<file path="src/rtl/uart_rx_fifo_param_if.sv">
// uart_rx_fifo_param_if: receiver-side write, APB-side read and status signals of the RX FIFO.
interface uart_rx_fifo_param_if #(
    parameter int DATA_W = 8,
    parameter int ERR_W  = 3,
    parameter int DEPTH  = 32
);
    localparam int AW = $clog2(DEPTH);
    localparam int W  = DATA_W + ERR_W;
    logic          wr_en;
    logic [W-1:0]  wr_data;
    logic          rd_en;
    logic [W-1:0]  rd_data;
    logic          rd_valid;
    logic          flush;
    logic [AW:0]   thresh;
    logic          clr_status;
    logic [AW:0]   count;
    logic          empty;
    logic          full;
    logic          level_irq;
    logic          overrun;
    logic [ERR_W-1:0] err_seen;
    modport master (
        output wr_en, wr_data, rd_en, flush, thresh, clr_status,
        input  rd_data, rd_valid, count, empty, full, level_irq, overrun, err_seen
    );
    modport slave (
        input  wr_en, wr_data, rd_en, flush, thresh, clr_status,
        output rd_data, rd_valid, count, empty, full, level_irq, overrun, err_seen
    );
endinterface

</file>
<file path="src/rtl/uart_rx_fifo_param.sv">
// uart_rx_fifo_param: RX character FIFO with per-entry error flags, flush, level interrupt and sticky status.
module uart_rx_fifo_param #(
    parameter int DATA_W = 8,
    parameter int ERR_W  = 3,
    parameter int DEPTH  = 32
) (
    input logic clk,
    input logic reset,
    uart_rx_fifo_param_if.slave bus
);
    localparam int AW = $clog2(DEPTH);
    localparam int W  = DATA_W + ERR_W;
    logic [W-1:0]     mem [DEPTH];
    logic [AW-1:0]    wr_ptr, rd_ptr;
    logic [AW:0]      cnt;
    logic [W-1:0]     rd_data;
    logic             rd_valid, overrun;
    logic [ERR_W-1:0] err_seen, err_set;
    logic             empty, full, rd_acc, wr_acc, ovf_set;
    assign empty   = cnt == '0;
    assign full    = cnt == (AW+1)'(DEPTH);
    // flush masks both sides so nothing moves and no overrun is flagged in that cycle
    assign rd_acc  = bus.rd_en && !empty && !bus.flush;
    assign wr_acc  = bus.wr_en && (!full || rd_acc) && !bus.flush;
    assign ovf_set = bus.wr_en && full && !rd_acc && !bus.flush;
    assign err_set = wr_acc ? bus.wr_data[W-1:DATA_W] : '0;
    always_ff @(posedge clk) begin
        if (wr_acc) mem[wr_ptr] <= bus.wr_data;
    end
    always_ff @(posedge clk or posedge reset) begin
        if (reset) begin
            wr_ptr   <= '0;
            rd_ptr   <= '0;
            cnt      <= '0;
            rd_data  <= '0;
            rd_valid <= 1'b0;
            overrun  <= 1'b0;
            err_seen <= '0;
        end else begin
            rd_valid <= rd_acc;
            if (rd_acc) rd_data <= mem[rd_ptr];
            wr_ptr   <= bus.flush ? '0 : wr_acc ? wr_ptr + AW'(1) : wr_ptr;
            rd_ptr   <= bus.flush ? '0 : rd_acc ? rd_ptr + AW'(1) : rd_ptr;
            cnt      <= bus.flush ? '0 : (wr_acc && !rd_acc) ? cnt + (AW+1)'(1) :
                        (rd_acc && !wr_acc) ? cnt - (AW+1)'(1) : cnt;
            overrun  <= (overrun && !bus.clr_status) || ovf_set;
            err_seen <= (bus.clr_status ? '0 : err_seen) | err_set;
        end
    end
    assign bus.rd_data   = rd_data;
    assign bus.rd_valid  = rd_valid;
    assign bus.count     = cnt;
    assign bus.empty     = empty;
    assign bus.full      = full;
    assign bus.level_irq = (bus.thresh != '0) && (cnt >= bus.thresh);
    assign bus.overrun   = overrun;
    assign bus.err_seen  = err_seen;
endmodule
</file>
<file path="src/flat_wrapper.sv">
// flat-port wrapper written by rule: the top's interface ports become plain ports
module uart_rx_fifo_param_flat 
#(
    parameter int DATA_W = 8,
    parameter int ERR_W  = 3,
    parameter int DEPTH  = 32
)
  (clk, reset, bus_wr_en, bus_wr_data, bus_rd_en, bus_flush, bus_thresh, bus_clr_status, bus_rd_data, bus_rd_valid, bus_count, bus_empty, bus_full, bus_level_irq, bus_overrun, bus_err_seen);
  uart_rx_fifo_param_if #(.DATA_W(DATA_W), .ERR_W(ERR_W), .DEPTH(DEPTH)) bus_i ();
  input logic clk;
  input logic reset;
  input wire logic [$bits(bus_i.wr_en)-1:0] bus_wr_en;
  input wire logic [$bits(bus_i.wr_data)-1:0] bus_wr_data;
  input wire logic [$bits(bus_i.rd_en)-1:0] bus_rd_en;
  input wire logic [$bits(bus_i.flush)-1:0] bus_flush;
  input wire logic [$bits(bus_i.thresh)-1:0] bus_thresh;
  input wire logic [$bits(bus_i.clr_status)-1:0] bus_clr_status;
  output wire logic [$bits(bus_i.rd_data)-1:0] bus_rd_data;
  output wire logic [$bits(bus_i.rd_valid)-1:0] bus_rd_valid;
  output wire logic [$bits(bus_i.count)-1:0] bus_count;
  output wire logic [$bits(bus_i.empty)-1:0] bus_empty;
  output wire logic [$bits(bus_i.full)-1:0] bus_full;
  output wire logic [$bits(bus_i.level_irq)-1:0] bus_level_irq;
  output wire logic [$bits(bus_i.overrun)-1:0] bus_overrun;
  output wire logic [$bits(bus_i.err_seen)-1:0] bus_err_seen;
  assign bus_i.wr_en = bus_wr_en;
  assign bus_i.wr_data = bus_wr_data;
  assign bus_i.rd_en = bus_rd_en;
  assign bus_i.flush = bus_flush;
  assign bus_i.thresh = bus_thresh;
  assign bus_i.clr_status = bus_clr_status;
  assign bus_rd_data = bus_i.rd_data;
  assign bus_rd_valid = bus_i.rd_valid;
  assign bus_count = bus_i.count;
  assign bus_empty = bus_i.empty;
  assign bus_full = bus_i.full;
  assign bus_level_irq = bus_i.level_irq;
  assign bus_overrun = bus_i.overrun;
  assign bus_err_seen = bus_i.err_seen;
  uart_rx_fifo_param #(.DATA_W(DATA_W), .ERR_W(ERR_W), .DEPTH(DEPTH)) u_core (.clk(clk), .reset(reset), .bus(bus_i));
endmodule
</file>
<file path="config.mk">
export PLATFORM = sky130hd
export DESIGN_NAME = uart_rx_fifo_param_flat
export DESIGN_NICKNAME = d
export VERILOG_FILES = /design/src/rtl/uart_rx_fifo_param_if.sv /design/src/rtl/uart_rx_fifo_param.sv /design/src/flat_wrapper.sv
export SDC_FILE = /design/constraint.sdc
export NUM_CORES = 1
export LEC_CHECK = 0
export CORE_MARGIN = 8
export CORE_UTILIZATION = 40
export DETAILED_ROUTE_END_ITERATION = 16
export PLACE_DENSITY = 0.65
export SKIP_LAST_GASP = 1
export SYNTH_ARGS = -nofsm -noshare
export SYNTH_HDL_FRONTEND = slang
export SYNTH_SLANG_ARGS = --single-unit
export TNS_END_PERCENT = 50
</file>
<file path="constraint.sdc">
create_clock -name clk -period 2.6 [get_ports clk]
set_input_delay 0.78 -clock clk [delete_from_list [all_inputs] [get_ports clk]]
set_output_delay 0.78 -clock clk [all_outputs]
set_load 0.1 [all_outputs]
</file>
* Word level (Yosys, flattened, before mapping)
Memories as Yosys holds them, arrays and structs flattened. A register that Yosys moved wholly into a read port is not among the register bits.
Index checks and enable logic that the tools add are counted.
** Operators by class
- Add/subtract/negate cells :: 4
- Magnitude comparators :: 1
- Equality and inequality tests :: 1
- Mux-type cells :: 11
- Bitwise logic cells :: 1
- Reduce and logical (&&, ||, !) cells :: 24
** Operator list (number)
- $mux 5 :: 4
- $mux 6 :: 3
- $logic_and 1x1->1 :: 11
- $add 5x1->5 const B :: 2
- $add 6x1->6 const B :: 1
- $eq 6x6->1 const B :: 1
- $ge 6x6->1 :: 1
- $logic_not 1->1 :: 6
- $logic_not 6->1 :: 1
- $mux 3 :: 2
- $reduce_bool 6->1 :: 1
- $sub 6x1->6 const B :: 1
- $reduce_bool 2->1 :: 2
- $or 3x3->3 :: 1
- $reduce_bool 3->1 :: 1
- $logic_or 1x1->1 :: 2
- $mux 1 :: 2
** Word-level totals
- Bits in registers :: 21
- Memory bits (writable) :: 352
- Input bits :: 23
- Output and inout port bits :: 25
- Logic and storage cells :: 49
- Memories kept :: 1
** Memories
- u_core.mem :: depth 32, width 11, read ports 1, clocked after Yosys merged registers in 1, wr ports 1, RTL line uart_rx_fifo_param.sv:13 : logic [W-1:0] mem [DEPTH];

* Logic depth before layout (Yosys ltp)
Gate-level depths: netlist of run 1.
- Depth after elaboration :: 12
- Gate-level depth with buffers :: 10

* Worst setup path before layout of run 1
No wires, ideal clock.
- Kind :: register to output
- From :: register u_core.cnt[0] (netlist: u_core.bus.count[0])
- To :: output port bus_level_irq
- Data arrival time :: 3.385 ns
- Data required time :: 1.820 ns
- Setup slack :: -1.565 ns
- Cell stages (with the launch flop) :: 9
- Path through :: dfrtp_1 -> inv_1 -> ha_1 -> nand2b_1 -> a21o_1 -> a21oi_1 -> nor2b_1 -> o21ai_0 -> a21oi_1
** On the way
- Longest elaborated chain between the ends :: 2
** Ends and longest elaborated chain
- start: declaration :: RTL line uart_rx_fifo_param.sv:15 : logic [AW:0] cnt;
- start signal: assignment :: RTL line uart_rx_fifo_param.sv:44 : cnt <= bus.flush ? '0 : (wr_acc && !rd_acc) ? cnt + (AW+1)'(1) :
- $ge 6x6->1 :: RTL line uart_rx_fifo_param.sv:55 : assign bus.level_irq = (bus.thresh != '0) && (cnt >= bus.thresh);
- $logic_and 1x1->1 :: RTL line uart_rx_fifo_param.sv:55
- end: declaration :: RTL line flat_wrapper.sv:23 : output wire logic [$bits(bus_i.level_irq)-1:0] bus_level_irq;
Every way passes these cells.

* Worst setup path in the final report of run 1
- From :: input port bus_thresh[3]
- To :: output port bus_level_irq
** On the way
- Longest elaborated chain between the ends :: 2
** Ends and longest elaborated chain
- start: declaration :: RTL line flat_wrapper.sv:16 : input wire logic [$bits(bus_i.thresh)-1:0] bus_thresh;
- $ge 6x6->1 / $reduce_bool 6->1 (equally long branches) :: RTL line uart_rx_fifo_param.sv:55
- $logic_and 1x1->1 (*) :: RTL line uart_rx_fifo_param.sv:55
Every way passes the cells marked *; elsewhere a longest branch is shown, timed or not.

==> impl_metrics.csv, run 1 <==
group,metric,value,unit
route,ant_nets,0,
power_and_ir_drop,leakage,0.00625,uW
finish,n_antenna_cell,0,
timing,hold_violations,0,
clock_network,clkTransAtPathRegs,50,ps
setup_path,path_cells,"clkdlybuf4s50_1 -> inv_1 -> ha_1 -> nor2b_1 -> o21ai_2 -> a21oi_4 -> buf_12",
yosys,synth_seq_cells,384,
setup_path,cp.arrival,2180,ps
setup_path,worst-path-max-fanout,2,
route,via_per_inst,5.26,
route,routedWlPerCell,22.2,um
route,drc,0,
route,drt-pass1-iter-count,5,
setup_path,crit_path_end_kind,"output pin",
die,die_w,210,um
yosys,ys_types,45,
route,vias,7825,
setup_path,path_class,"in2out",
power_and_ir_drop,power_frac_seq,42.0,%
timing,worst_pin_slew,802,ps
yosys,synth_cells,776,
setup_path,critical_path.startpoint,"bus_thresh[3]",
timing,report.final.slew_viol_count,0,
job,maxCapViolCount,0,
timing,finalSetupViolations,5,
power_and_ir_drop,swShare,29.7,%
yosys,ys_seq_area_share,75.2,%
clock_network,clockBufferDepth,3,
die,die_h,210,um
global_route,overflow,0,
clock_network,cts_tree,"yes",
yosys,ys_warn_count,0,
setup_path,r2r_end,"u_core.bus.count[5]$_DFFE_PP0P_",
timing,maxSlewHeadroom,46.5,%
global_route,grt_antenna_before_repair,0,
setup_path,crit_end,"bus_level_irq",
setup_path,r2r_slack,-320,ps
placed_design,pre_cts_slack,-608,ps
setup_path,crit_required,1820,ps
power_and_ir_drop,p_comb_share,25.5,%
power_and_ir_drop,p_sw,5020,uW
setup_path,r2r_start,"u_core.bus.count[0]$_DFFE_PP0P_",
timing,worst_slack,-362,ps
power_and_ir_drop,peakVddDrop,611,uV
clock_network,h-tree-depth,2,
setup_path,critPathMaxStageDelay,480,ps
worst_hold_path,hp-class,"reg2reg",
die,die_area,44300,sq um
power_and_ir_drop,clockPowerShare,32.5,%
placed_design,dp_hpwl,20900,um
finish,n_fill_cell,3129,
power_and_ir_drop,p_per_area,913,nW/um^2
timing,fin_crit,2960,ps
worst_hold_path,worst_hold_path.num_cells,2,
power_and_ir_drop,internal-power,11900,uW
finish,layout-drive-gt1-share,33.6,%
outcome,status,"complete, but fails checks",
placed_design,port_buffers,47,
timing,rsz0062_at_grt,"true",
finish,final_cell_mix,"edfxtp_1 (352), buf_4 (133), mux4_2 (88)",
clock_network,clock_latency,530,ps
route,routed_wl,33100,um
yosys,syn-num-nets,815,
timing,max_freq,338,MHz
clock_network,clock-sinks,384,
yosys,syn-mean-instance-area,19.5,sq um
timing,fin_skew,15.7,ps
setup_path,crit_slowest_cell,"clkdlybuf4s50_1",
global_route,grt_max_degree,40,
die,coreArea,37500,sq um
setup_path,worst_r2r_path_depth,12,
finish,nets,987,
finish,area_delta_synth_final,22.1,%
finish,stdcell_count,1489,
global_route,grt_pass1_wl,50100,um
route,drtIter0Drc,712,
global_route,groute.usage.overall,14.9,%
clock_network,cts_made_buffers,41,
die,start_util,40.4,%
finish,layout_commonest_cell,"edfxtp_1",
die,pin_count,48,
placed_design,placed_cells,1407,
outcome,violations,"negative setup slack",
setup_path,start_kind,"input port",
timing,finalCritPeriodShare,114,%
global_route,grt_pass1_vias,8160,
clock_network,root_buffer,"clkbuf_16",
yosys,synth_area,15100,sq um
power_and_ir_drop,finalPower,16900,uW
placed_design,gp_congestion,0.782,
die,num_rows,71,
==> power groups by stage <==
stage / clock [uW] / combinational (uW) / sequential (uW)
CTS: 5600 / 4230 / 7090
floorplan: 0 / 2010 / 8090
global route: 5850 / 4590 / 7100
finish: 5490 / 4310 / 7080
global placement: 0 / 4120 / 7210
detailed placement: 0 / 4170 / 7210
==> kinds of logic (layout without fill, tap and decap cells) <==
| family | after synthesis | after routing | synth area share, % |
|---|---|---|---|
| flops | 384 | 384 | 75.2 |
| fa+ha+maj | 16 | 16 | 1.37 |
| mux | 90 | 90 | 13.2 |
| buf+inv | 57 | 259 | 1.65 |
| xor+xnor | 11 | 11 | 0.686 |
| compound gates | 106 | 106 | 4.62 |
| simple gates | 112 | 112 | 3.27 |
==> repair_timing <==
action                     in CTS  in global routing
hold buffers                    0                  0
setup endpoints to repair       4                  5
buffers inserted                4                  5
gates resized for setup         9                  7
hold endpoints to repair        0                  0
pin swaps                      10                 12
==> area by class of cell <==
type                    instances  area, sq um  share of cell area (%)
flip-flops and latches        384        11400                    61.6
repair buffers                168         1470                    7.94
clock inverters                20          168                   0.907
clock buffers                  53         1100                    5.97
well taps                     511          639                    3.46
inverters                      18         70.1                   0.379
multi-input cells             335         3640                    19.7
==> worst max-delay path, delay by kind of cell <==
family / cells / cell delay (ps)
AO/OA/AOI/OAI: 2 / 270
buffers and inverters: 3 / 720
AND/OR/NAND/NOR: 1 / 160
adder cells (fa/ha/maj): 1 / 260
==> routing by layer <==
metal	GRT usage, %	routed length [um]	share of wire, %
met1	20.5	14800	45
met2	24.5	15900	48
met3	2.82	1780	5.4
met4	3.64	650	2.0
met5	0	0	0
==> cell usage after synthesis (all sizes together) <==
library cell	number	share of area (%)
a22o	1	0.058
nor3	3	0.13
nand4	4	0.17
o31ai	3	0.15
nor3b	1	0.050
fa	1	0.13
a211oi	2	0.099
or3b	3	0.19
mux2	1	0.074
o32ai	2	0.12
a22oi	44	2.2
nor2	49	1.2
o41ai	1	0.058
inv	18	0.45
nand3	3	0.099
nand2b	3	0.12
a21oi	27	0.89
o21bai	1	0.050
and2	1	0.041
mux4	88	13
o21ai	16	0.53
nand2	38	0.94
ha	15	1.2
nand3b	3	0.15
o21a	2	0.099
o22a	1	0.058
nor2b	3	0.12
a21boi	1	0.050
xnor2	2	0.17
or3	1	0.041
a21o	4	0.21
dfrtp	32	5.3
clkbuf	21	0.54
mux2i	1	0.066
buf	18	0.67
a221o	1	0.066
xor2	9	0.52
edfxtp	352	70
==> how the worst min path moves through the flow <==
stage,from,to
after global placement,u_core.bus.rd_data[6]$_DFFE_PP0P_,u_core.bus.rd_data[6]$_DFFE_PP0P_
after floorplan,u_core.wr_ptr[1]$_DFFE_PP0P_,u_core.wr_ptr[1]$_DFFE_PP0P_
after detailed placement,u_core.bus.rd_data[9]$_DFFE_PP0P_,u_core.bus.rd_data[9]$_DFFE_PP0P_
after CTS,u_core.bus.rd_data[9]$_DFFE_PP0P_,u_core.bus.rd_data[9]$_DFFE_PP0P_
final,u_core.bus.rd_data[9]$_DFFE_PP0P_,u_core.bus.rd_data[9]$_DFFE_PP0P_
after global routing,u_core.bus.rd_data[9]$_DFFE_PP0P_,u_core.bus.rd_data[9]$_DFFE_PP0P_
==> flip-flops by register name, summed over array words and instances, names as in the netlist <==
signal	cells
u_core.rd_ptr	5
u_core.wr_ptr	5
u_core.mem	352
u_core.bus.rd_data	11
u_core.bus.overrun	1
u_core.bus.count	6
u_core.bus.err_seen	3
u_core.bus.rd_valid	1
==> through the flow <==
step / hold WS [ps] / TNS (ps) / instance area [sq um] / util [%]
6_report: 483 / -1210 / 18500 / 49.3
5_1_grt: 509 / -1750 / 18500 / 49.3
4_1_cts: 484 / -790 / 18400 / 49.1
3_5_place_dp: 472 / -24980 / 17100 / 45.6
3_3_place_gp: 474 / -28890 / 17100 / 45.6
2_1_floorplan: 537 / -373 / 15200 / -
Note: power is estimated with default switching activity, not from simulation.
==> run 2: changes to the inputs <==
==> constraint.sdc (replaced) <==
create_clock -name clk -period 2.6 [get_ports clk]
set_input_delay 0.78 -clock clk [delete_from_list [all_inputs] [get_ports clk]]
set_output_delay 0.78 -clock clk [all_outputs]
set_load 0.005 [all_outputs]
==> impl_metrics.csv, run 2 (synthesized netlist as in run 1, its figures left out) <==
group,metric,value,unit
outcome,status,"complete, but fails checks",
outcome,violations,"negative setup slack",
placed_design,placed_cells,1399,
clock_network,clockBufferDepth,3,
global_route,grt_pass1_vias,8159,
timing,fin_crit,2760,ps
clock_network,clock-sinks,384,
die,die_w,210,um
route,drc,0,
timing,tns,-486,ps
finish,nets,973,
die,coreArea,37500,sq um
finish,utilization,49.4,%
setup_path,worst-path-max-fanout,2,
setup_path,crit_required,1820,ps
setup_path,cp.arrival,1980,ps
setup_path,path_class,"reg2out",
global_route,grt_antenna_before_repair,0,
placed_design,gp_congestion,0.767,
finish,layout-drive-gt1-share,28.9,%
finish,layout_commonest_cell,"edfxtp_1",
global_route,overflow,0,
timing,max_freq,362,MHz
clock_network,cts_made_buffers,40,
global_route,grt_max_degree,34,
timing,finalCritPeriodShare,106,%
timing,report.final.slew_viol_count,0,
route,routedWlPerCell,22.8,um
die,num_rows,71,
route,drtIter0Drc,656,
placed_design,dp_hpwl,21000,um
setup_path,crit_slowest_cell,"dfrtp_1",
clock_network,cts_tree,"yes",
setup_path,critPathMaxStageDelay,390,ps
route,via_per_inst,5.30,
worst_hold_path,hp-class,"reg2reg",
timing,worst_pin_slew,835,ps
clock_network,clkTransAtPathRegs,60,ps
timing,maxSlewHeadroom,44.3,%
finish,final_cell_mix,"edfxtp_1 (352), mux4_2 (88), buf_4 (88)",
timing,finalSetupViolations,4,
global_route,grt_pass1_wl,50500,um
die,pin_count,48,
clock_network,hold_buffers,0,
job,maxCapViolCount,0,
setup_path,start_kind,"flip-flop",
power_and_ir_drop,peakVddDrop,419,uV
die,die_area,44300,sq um
die,die_h,210,um
setup_path,path_cells,"inv_2 -> ha_4 -> nand2b_4 -> a21o_1 -> a21oi_2 -> nor2b_1 -> o21ai_1 -> a21oi_1 -> buf_2",
finish,regMostFlops,"u_core.mem",
clock_network,root_buffer,"clkbuf_16",
finish,n_fill_cell,3084,
finish,largest_reg_flops,352,
timing,fin_skew,11.5,ps
finish,area_delta_synth_final,22.4,%
finish,n_antenna_cell,0,
route,drt-pass1-iter-count,5,
power_and_ir_drop,finalPower,15900,uW
power_and_ir_drop,leakage,0.00619,uW
timing,rsz0062_at_grt,"true",
route,vias,7818,
clock_network,clock_latency,540,ps
power_and_ir_drop,p_per_area,858,nW/um^2
finish,stdcell_count,1474,
setup_path,crit_path_end_kind,"output pin",
timing,worst_slack,-160,ps
global_route,groute.usage.overall,15.2,%
clock_network,h-tree-depth,2,
die,start_util,40.4,%
route,routed_wl,33600,um
placed_design,port_buffers,47,
timing,hold_violations,0,
route,ant_nets,0,
run 2: critical path, delay by kind of cell (launching register included):
kind | cells | cell delay (ps)
buf+inv | 2 | 220
fa+ha+maj | 1 | 190
compound gates | 4 | 490
flops | 1 | 390
simple gates | 2 | 170
run 2: worst paths after layout:
check / from / to / slack (ps) / depth (start not counted)
worst max register to register: u_core.bus.count[0]$_DFFE_PP0P_ / u_core.bus.count[5]$_DFFE_PP0P_ / -120 / 12
min in group asynchronous: reset / u_core.rd_ptr[2]$_DFFE_PP0P_ / 630 / 2
worst max-delay path: u_core.bus.count[0]$_DFFE_PP0P_ / bus_level_irq / -160 / 9
worst min register to register: u_core.bus.rd_data[5]$_DFFE_PP0P_ / u_core.bus.rd_data[5]$_DFFE_PP0P_ / 480 / 2
max in group asynchronous: reset / u_core.bus.rd_data[5]$_DFFE_PP0P_ / 1400 / 3
worst min-delay path: u_core.bus.rd_data[5]$_DFFE_PP0P_ / u_core.bus.rd_data[5]$_DFFE_PP0P_ / 480 / 2
run 2: area by class of cell:
type / instances / area, sq um / share of cell area [%]
clock inverter: 25 / 298 / 1.61
inverter: 18 / 67.6 / 0.365
tap: 511 / 639 / 3.45
timing repair buffer: 155 / 1510 / 8.14
sequential: 384 / 11400 / 61.5
multi-input combinational: 335 / 3600 / 19.4
clock buffer: 46 / 1020 / 5.53
run 2: power breakdown:
group / internal (uW) / total, uW / switching [uW]
Sequential: 6910 / 7100 / 187
Combinational: 1630 / 3040 / 1400
Clock: 3430 / 5740 / 2310
run 2: timing repair:
item                                    CTS  global route
gates resized for setup                  17             8
gates cloned                              0             0
endpoints found under the setup margin    4             4
setup buffers                             3             1
pin swaps                                 6             5
hold endpoints to repair                  0             0
run 2: per-stage QoR:
| step | hold WS [ps] | area (sq um) | setup WS, ps |
|---|---|---|---|
| final | 484 | 18500 | -160 |
| after global placement | 465 | 17100 | -880 |
| after floorplan | 473 | 15200 | -161 |
| after global routing | 523 | 18500 | -299 |
| after CTS | 491 | 18500 | -256 |
| after detailed placement | 477 | 17100 | -854 |
run 2: metal layers:
layer / part of all wire, % / wire length (um) / track usage, % / up-vias
met5: 0 / 0 / 0 / -
met4: 2.1 / 713 / 4.56 / 0
met3: 7.3 / 2440 / 3.09 / 49
met2: 48 / 16100 / 24.3 / 274
met1: 43 / 14400 / 20.8 / 4033
li1: - / - / - / 3462
